$ cat src/rtl/lpc_pkg.sv
// Shared types and constants for the LPC capture controller: record layout,
// serializer states and the output stream packing.
package lpc_pkg;

  localparam int REC_W     = 44;
  localparam int REC_BYTES = 6;
  localparam int LOST_BIT  = 7;

  typedef enum logic {
    S_IDLE,
    S_SEND
  } ser_state_t;

  typedef struct packed {
    logic [3:0]  cyctype_dir;
    logic [31:0] addr;
    logic [7:0]  data;
  } lpc_rec_t;

  // Byte 0 carries the lost flag and cycle type; address MSB first, then data.
  function automatic logic [REC_BYTES*8-1:0] pack_stream(input logic lost, input lpc_rec_t rec);
    logic [7:0] b0;
    b0           = '0;
    b0[LOST_BIT] = lost;
    b0[3:0]      = rec.cyctype_dir;
    return {b0, rec.addr, rec.data};
  endfunction

endpackage

$ cat src/rtl/lpc_record_fifo.sv
// Synchronous record FIFO with exact occupancy count; DEPTH must be a power of
// two so the pointers wrap on their own.
module lpc_record_fifo #(
  parameter int DEPTH = 4,
  parameter int WIDTH = 44
) (
  input  logic                     clk,
  input  logic                     reset,
  input  logic                     push,
  input  logic [WIDTH-1:0]         wdata,
  input  logic                     pop,
  output logic [WIDTH-1:0]         rdata,
  output logic                     full,
  output logic                     empty,
  output logic [$clog2(DEPTH):0]   level
);

  localparam int PTR_W = $clog2(DEPTH);
  localparam logic [PTR_W:0] FULL_LVL = DEPTH[PTR_W:0];

  logic [WIDTH-1:0] mem [DEPTH];
  logic [PTR_W-1:0] wr_ptr;
  logic [PTR_W-1:0] rd_ptr;
  logic             do_push;
  logic             do_pop;

  assign full    = (level == FULL_LVL);
  assign empty   = (level == '0);
  assign do_push = push & ~full;
  assign do_pop  = pop & ~empty;
  assign rdata   = mem[rd_ptr];

  // NOTE: storage carries no reset; the level counter alone says which entries are meaningful.
  always_ff @(posedge clk) begin
    if (do_push) mem[wr_ptr] <= wdata;
  end

  // NOTE: sequential state uses <= so every register samples pre-edge values.
  always_ff @(posedge clk) begin
    if (reset) begin
      wr_ptr <= '0;
      rd_ptr <= '0;
      level  <= '0;
    end else begin
      if (do_push) wr_ptr <= wr_ptr + 1'b1;
      if (do_pop)  rd_ptr <= rd_ptr + 1'b1;
      case ({do_push, do_pop})
        2'b10:   level <= level + 1'b1;
        2'b01:   level <= level - 1'b1;
        default: level <= level;
      endcase
    end
  end

endmodule

$ cat src/rtl/lpc_capture_ctrl.sv
// Captures completed LPC decoder cycles, optionally filtered by address, queues
// them and serializes each record as a 6-byte valid/ready stream.
module lpc_capture_ctrl
  import lpc_pkg::*;
#(
  parameter int          FIFO_DEPTH  = 4,
  parameter logic [31:0] FILTER_ADDR = 32'h0000_0080,
  parameter logic [31:0] FILTER_MASK = 32'hFFFF_FFFF
) (
  input  logic                          lpc_clock,
  input  logic                          reset,
  input  logic [3:0]                    in_cyctype_dir,
  input  logic [31:0]                   in_addr,
  input  logic [7:0]                    in_data,
  input  logic                          in_clock_enable,
  input  logic                          filter_en,
  output logic [7:0]                    out_byte,
  output logic                          out_valid,
  input  logic                          out_ready,
  output logic [7:0]                    drop_count,
  output logic [$clog2(FIFO_DEPTH):0]   fifo_level
);

  localparam int         SR_W     = REC_BYTES * 8;
  localparam logic [2:0] LAST_IDX = 3'(REC_BYTES - 1);

  logic       ce_q;
  logic       lost;
  logic       cap_event;
  logic       addr_match;
  logic       accept;
  logic       push;
  logic       drop;
  logic       pop;
  logic       fifo_full;
  logic       fifo_empty;
  lpc_rec_t   wr_rec;
  lpc_rec_t   rd_rec;

  ser_state_t      state;
  logic [2:0]      idx;
  logic [SR_W-1:0] shreg;

  assign cap_event  = in_clock_enable & ~ce_q;
  assign addr_match = (((in_addr ^ FILTER_ADDR) & FILTER_MASK) == '0);
  assign accept     = cap_event & (~filter_en | addr_match);
  // Full is the start-of-cycle occupancy, so a same-cycle pop never rescues a record.
  assign push       = accept & ~fifo_full;
  assign drop       = accept & fifo_full;
  assign pop        = (state == S_IDLE) & ~fifo_empty;
  assign wr_rec     = '{cyctype_dir: in_cyctype_dir, addr: in_addr, data: in_data};

  lpc_record_fifo #(
    .DEPTH (FIFO_DEPTH),
    .WIDTH (REC_W)
  ) u_fifo (
    .clk   (lpc_clock),
    .reset (reset),
    .push  (push),
    .wdata (wr_rec),
    .pop   (pop),
    .rdata (rd_rec),
    .full  (fifo_full),
    .empty (fifo_empty),
    .level (fifo_level)
  );

  // ce_q resets high so a level already asserted at reset release is not an edge.
  always_ff @(posedge lpc_clock) begin
    if (reset) begin
      ce_q       <= 1'b1;
      drop_count <= '0;
      lost       <= 1'b0;
    end else begin
      ce_q <= in_clock_enable;
      if (drop && drop_count != 8'hFF) drop_count <= drop_count + 8'd1;
      // A drop wins over the clear so it is reported in the following record.
      if (drop)     lost <= 1'b1;
      else if (pop) lost <= 1'b0;
    end
  end

  always_ff @(posedge lpc_clock) begin
    if (reset) begin
      state     <= S_IDLE;
      idx       <= '0;
      shreg     <= '0;
      out_valid <= 1'b0;
      out_byte  <= '0;
    end else begin
      case (state)
        S_IDLE: begin
          if (!fifo_empty) begin
            shreg     <= pack_stream(lost, rd_rec);
            out_byte  <= pack_stream(lost, rd_rec)[SR_W-1 -: 8];
            out_valid <= 1'b1;
            idx       <= '0;
            state     <= S_SEND;
          end
        end
        S_SEND: begin
          if (out_valid && out_ready) begin
            if (idx == LAST_IDX) begin
              out_valid <= 1'b0;
              out_byte  <= '0;
              idx       <= '0;
              state     <= S_IDLE;
            end else begin
              idx      <= idx + 3'd1;
              shreg    <= {shreg[SR_W-9:0], 8'h00};
              out_byte <= shreg[SR_W-9 -: 8];
            end
          end
        end
        default: state <= S_IDLE;
      endcase
    end
  end

endmodule
$ cat config.mk
export PLATFORM = sky130hd
export DESIGN_NAME = lpc_capture_ctrl
export DESIGN_NICKNAME = d
export VERILOG_FILES = /design/src/rtl/lpc_pkg.sv /design/src/rtl/lpc_record_fifo.sv /design/src/rtl/lpc_capture_ctrl.sv
export SDC_FILE = /design/constraint.sdc
export NUM_CORES = 1
export LEC_CHECK = 0
export CAP_MARGIN = 20
export CORE_MARGIN = 2
export CORE_UTILIZATION = 63
export DETAILED_ROUTE_END_ITERATION = 16
export PLACE_DENSITY_LB_ADDON = 0.1
export REMOVE_ABC_BUFFERS = 1
export SYNTH_ARGS = -nofsm -noshare
export SYNTH_HDL_FRONTEND = slang
export SYNTH_SLANG_ARGS = --single-unit
$ cat constraint.sdc
create_clock -name lpc_clock -period 6.6 [get_ports lpc_clock]
set_clock_uncertainty 0.1 [all_clocks]
set_input_delay 0.66 -clock lpc_clock [delete_from_list [all_inputs] [get_ports lpc_clock]]
set_output_delay 0.66 -clock lpc_clock [all_outputs]
set_load 0.03 [all_outputs]
==> metrics.md <==
| Metric | Value |
|---|---|
| First-pass GRT wire length | 29,170 um |
| Max Fclk | 261.2 MHz |
| GR peak layer | met2 |
| # IOs | 69 |
| FILL cells | 899 |
| Lkg Pwr | 0.003629 uW |
| Area Overhead vs Synth | 17.68% |
| EDFF count, synth | 176 |
| Finished Cell Area | 11,280 um^2 |
| Unique cell type count in the Yosys netlist | 45 |
| Multi-input combinational cell area | 2694 um^2 |
| Async S/R FF share, synth | 0% |
| Switching share of power | 28.02% |
| Seq pwr share | 44.0% |
| Worst setup SP type | primary input |
| Hold-fix buffer count after cts | 0 |
| Slew Limit Headroom | 43.37% |
| Clock Power Share | 33.6% |
| Drt total wl | 18,250 um |
| Clk sink count | 248 |
| Most common cell after layout, fill and taps aside | edfxtp_1 |
| CTS tree | yes |
| CP peak stage delay | 0.57 ns |
| Post-Synthesis Cell Area | 9583 um^2 |
| Final ANT Viol Nets | 0 |
| GR Util met1 | 33.29% |
| Max stage delay cell, worst path | nor4_1 |
| Worst-Skew Late Latency | 0.51 ns |
| FF+latch area | 6730 um^2 |
| Setup TNS | 0 ns |
| Syn. warnings | 0 |
| Dpl cell area | 10,430 um^2 |
| Layout cell share with drive strength beyond 1 | 16.27% |
| Wire per inst | 21.12 um |
| Classification of the worst setup path | primary input to flop |
| Initial antenna violation count | 1 |
| Max_cap viols | 0 |
| Met3 Usage GRT | 3.350% |
| Setup Fix Bufs, Post-CTS | 0 |
| Worst Path Required | 6.94 ns |
| Antenna cell count | 0 |
| RSZ-0062 raised after global routing | no |
| Syn Inst Count | 589 |
| IO buf count | 68 |
| Non-Filler Instances | 864 |
| GR Layer Usage met2 | 38.57% |
| Worst-path cell chain | clkdlybuf4s50_1 -> nor4_1 -> nand4_1 -> o21a_1 -> nor3_1 -> inv_1 -> ha_1 -> fa_1 -> xnor2_1 -> or3_1 -> a21oi_1 |
| Clock-pin slew on the worst setup and hold paths | 0.06 ns |
| Starting DRT DRC Count | 490 |
| DP HPWL | 11,040 um |
| Largest net degree at the start of global routing | 77 |
| Placed Cells | 819 |
| Clock buffer depth | 3 |
| Max rail drop VDD | 0.3763 mV |
| Clock tree root buffer cell | clkbuf_16 |
| Pint | 3065 uW |
| Cts repair resizes | 0 |
| Final GP Congestion | 0.7738 |
| Vias | 5,386 |
| Hold crit path type | flop to flop |
| Die Width | 127.3 um |
| Pwr dens | 377.6 nW/um^2 |
| Initial Util | 63.75% |
| Drt pass-1 iters | 5 |
| Slew @ Worst Pin | 0.8494 ns |
| Hold Fails Final Rpt | 0 |
| Register area share after synthesis | 70.19% |
| Flops & latches, synth | 248 |
| Total track usage | 23.40% |
| Outcome | completed |
| Final setup vio count | 0 |
| Post-DR vias/cell | 6.234 |
| Tcrit/Tclk final | 58.02% |
| Die H | 127.3 um |
| Global route overflow | 0 |
| Crit-path max FO | 12 |
| Top FF cell, synth | edfxtp_1 |
| Placement Rows | 45 |
| Die area | 16,210 um^2 |
| Worst setup EP type | flop |
| Power Total | 4259 uW |
| Most frequent cells in the layout | 176 x edfxtp_1, 69 x dfxtp_1, 67 x clkdlybuf4s50_1, 60 x nor2_1, 44 x mux4_2 |
| DRC violations left | 0 |
| Net Sw Power | 1193 uW |
| Core ar. | 15,030 um^2 |
| Nets | 714 |
| Number of global-route vias before repair | 5,487 |
| Combinational power share | 22.5% |
| H-tree levels | 1 |
| Tmin final | 3.829 ns |
| Max-slew violation count | 0 |
| CP arrival | 4.17 ns |
| TritonCTS buffer count | 25 |
| Syn Area/Cell | 16.27 um^2 |
per-layer routing:
layer	share of wire, %	wire length, um
met5	0	0
met4	2.2	408
met3	5.7	1046
met2	49	9030
met1	43	7763
critical path, delay by kind of cell:
kind                     cells  cell delay, ns
adder cells (fa/ha/maj)      2            0.64
AND/OR/NAND/NOR              4            1.60
AO/OA/AOI/OAI                2            0.54
XOR/XNOR                     1            0.14
buffers and inverters        2            0.59
synthesized netlist by cell type (2+ instances only):
| master | instances | area [um^2] |
|---|---|---|
| edfxtp_1 | 176 | 5285 |
| dfxtp_1 | 72 | 1441 |
| nor2_1 | 60 | 225.2 |
| mux4_2 | 44 | 991.0 |
| mux2i_1 | 34 | 340.3 |
| a211oi_1 | 32 | 240.2 |
| clkbuf_1 | 23 | 86.33 |
| a21oi_1 | 13 | 65.06 |
| nand2_1 | 13 | 48.80 |
| nor3_1 | 11 | 55.05 |
| buf_2 | 10 | 50.05 |
| a22oi_1 | 8 | 60.06 |
| nor2b_1 | 8 | 50.05 |
| and3_1 | 7 | 43.79 |
| nor4_1 | 7 | 43.79 |
| ha_1 | 6 | 75.07 |
| nand3_1 | 6 | 30.03 |
| nand4_1 | 6 | 37.54 |
| a311oi_1 | 5 | 43.79 |
| inv_1 | 5 | 18.77 |
| o21ai_0 | 5 | 25.02 |
| or3_1 | 4 | 25.02 |
| mux2_2 | 3 | 33.78 |
| nand2b_1 | 3 | 18.77 |
| o31ai_1 | 3 | 22.52 |
| nor3b_1 | 2 | 15.01 |
| or2_2 | 2 | 12.51 |
| or4_1 | 2 | 15.01 |
| xnor2_1 | 2 | 17.52 |
| xor2_1 | 2 | 17.52 |
flip-flops by register name (all words and copies together), names as in the netlist, named ones only:
signal         flops
shreg             40
out_valid          1
drop_count         8
u_fifo.wr_ptr      2
u_fifo.mem       176
idx                3
state              1
u_fifo.rd_ptr      2
lost               1
ce_q               1
u_fifo.level       3
out_byte           8
kinds of logic (layout without fill, tap and decap cells):
group | count (synthesis) | after routing | share of synthesized area [%]
fa+ha+maj | 7 | 7 | 0.9923
buf+inv | 40 | 127 | 1.776
flops | 248 | 248 | 70.19
xor+xnor | 4 | 4 | 0.3656
compound gates | 71 | 71 | 5.210
simple gates | 138 | 138 | 7.220
mux | 81 | 81 | 14.24
stage by stage:
step | hold WS, ns | utilization [%] | setup WS [ns]
after floorplan | 0.3257 | - | 2.985
after global placement | 0.3389 | 69.27 | 2.398
after detailed placement | 0.3451 | 69.40 | 2.262
after CTS | 0.3534 | 75.01 | 2.789
after global routing | 0.3714 | 75.01 | 2.597
final | 0.3539 | 75.01 | 2.771
area by class of cell:
| cell class | instances | share of cell area, % |
|---|---|---|
| Sequential cell | 248 | 59.68 |
| Multi-Input combinational cell | 301 | 23.89 |
| Timing Repair Buffer | 77 | 6.701 |
| Clock buffer | 29 | 5.858 |
| Tap cell | 188 | 2.086 |
| Clock inverter | 16 | 1.620 |
| Inverter | 5 | 0.1664 |
worst paths after layout:
check / startpoint / end / slack, ns / cells past startpoint
max: in_addr[5] / u_fifo.level[2]$_SDFFE_PP0P_ / 2.77 / 11
min: lost$_SDFFE_PP0P_ / lost$_SDFFE_PP0P_ / 0.35 / 2
min reg2reg: lost$_SDFFE_PP0P_ / lost$_SDFFE_PP0P_ / 0.35 / 2
max reg2reg: state$_SDFF_PP0_ / u_fifo.level[2]$_SDFFE_PP0P_ / 3.51 / 8
power groups by stage:
| stage | Clock [uW] | Sequential [uW] | Combinational [uW] |
|---|---|---|---|
| floorplan | 0 | 1970 | 603 |
| global placement | 0 | 1900 | 912 |
| detailed placement | 0 | 1910 | 954 |
| CTS | 1450 | 1870 | 966 |
| global route | 1510 | 1890 | 1060 |
| finish | 1430 | 1870 | 957 |
No activity file was read; power rests on OpenSTA's default activity.
==> variant: new RTL, same flow settings <==
The parameter `FIFO_DEPTH` goes from 4 to 2.
--- a/src/rtl/lpc_capture_ctrl.sv
+++ b/src/rtl/lpc_capture_ctrl.sv
@@ -4,5 +4,5 @@
   import lpc_pkg::*;
 #(
-  parameter int          FIFO_DEPTH  = 4,
+  parameter int          FIFO_DEPTH  = 2,
   parameter logic [31:0] FILTER_ADDR = 32'h0000_0080,
   parameter logic [31:0] FILTER_MASK = 32'hFFFF_FFFF
Interface: changed (resized fifo_level); port bits go from 69 to 68. The function was not compared with the original's and may differ.
==> variant against the original RTL <==
Area after synthesis down 36%. Largest power group unchanged. Worst setup slack improved by 0.46 ns. Sequential cell count shrank 92. Routed wire length decreased by 31%. Critical endpoint is now u_fifo.mem[1][17]. Register-to-register slack gained 0.32 ns. Global-route usage is 2.1 points higher. Critical path type unchanged. Design area is 34% lower. Total power is 35% lower.
==> variant: results (changes against the original RTL) <==
status finished clean (unchanged); Peak VDD IR 227 uV (was 376 uV); GRT met1 Usage 29.5% (was 33.3%); Nets 652 (was 714); dpl hpwl 7770 um (was 11,000 um); Final Non-Filler Cells 743 (was 864); Largest regs u_fifo.mem (88), shreg (40) (was u_fifo.mem (176), shreg (40)); internal power 1.88 mW (was 3.07 mW); ClkCell Share 7.48% (about the same); clk buf depth 2 (was 3); EDFF count, synth 88 (was 176); Cells after Synth 538 (was 589); count of different cell masters after synthesis 43 (was 45); area grow syn2layout 21.6% (was 17.7%); Synth Register Bits 156 (was 248); Clock buffer cells 18 (was 29); root buffer cell clkbuf_8 (was clkbuf_16); GRT met2 Usage 46.2% (was 38.6%); post-route clock period utilization 51.1% (was 58.0%); Seq/Total Area, Yosys 65.6% (was 70.2%); GPL Wtd Cong 0.934 (was 0.774); DR vias/cell 5.75 (was 6.23); M3 GR Usage 5.34% (was 3.35%); number of global-route vias before repair 4,174 (was 5,487); first-pass GRT wire length 20,000 um (was 29,200 um); share of post-route cells with drive strength above 1 7.98% (was 16.3%); FF-to-FF setup slack 3.83 ns (was 3.51 ns); P_clk 0.898 mW (was 1.43 mW); Post-synth top cells 104 x nand2_1, 88 x edfxtp_1, 68 x dfxtp_1, 48 x a21oi_1, 46 x mux2i_1 (was 176 x edfxtp_1, 72 x dfxtp_1, 60 x nor2_1, 44 x mux4_2, 34 x mux2i_1); most used standard cell by instance count after synthesis nand2_1 (was edfxtp_1); fill count 568 (was 899); WL met1 5000 um (was 7760 um); metal2 WL 6680 um (was 9030 um); Place WS 2.62 ns (was 2.26 ns); Non-clk invs 3 (was 5); comb_multi_in 349 (was 301); TritonCTS buffer count 17 (was 25); critical path arrival 3.42 ns (was 4.17 ns); synth top area cells edfxtp_1 43%, dfxtp_1 22%, mux2i_1 7.5% (was edfxtp_1 55%, dfxtp_1 15%, mux4_2 10%); placed insts 711 (was 819); syn avg cell area 11.3 sq um (was 16.3 sq um); slew margin rel. 39.0% (was 43.4%); Tot GR Track Use 25.5% (was 23.4%); critical path's largest stage delay 0.55 ns (was 0.57 ns); port bufs 67 (was 68)
[variant: changes by cell type after synthesis, sizes merged, moves of 4 or more]
cell / delta
ha: -4
nor2b: -5
dfxtp: -4
and3: -6
nand2: +91
edfxtp: -88
nor2: -26
mux4: -44
a211oi: -31
a21oi: +34
o21ai: +37
mux2i: +12
[variant: kinds of logic after synthesis]
group	synth area share [%]
AO/OA/AOI/OAI	9.72
flip-flops	65.6
buffers and inverters	2.32
multiplexers	7.91
AND/OR/NAND/NOR	13.6
XOR/XNOR	0.430
adder cells (fa/ha/maj)	0.410
[variant: final timing paths]
path / cells past startpoint / from / end
max: 7 / in_addr[5] / u_fifo.mem[1][17]
max reg2reg: 6 / state / u_fifo.level[1]
min reg2reg: 2 / shreg[13] / shreg[13]
min: 2 / shreg[13] / shreg[13]
[variant: worst max-delay path, delay by kind of cell]
family          cells  cell delay, ns
compound gates      1            0.50
buf+inv             2            0.96
simple gates        4            1.30
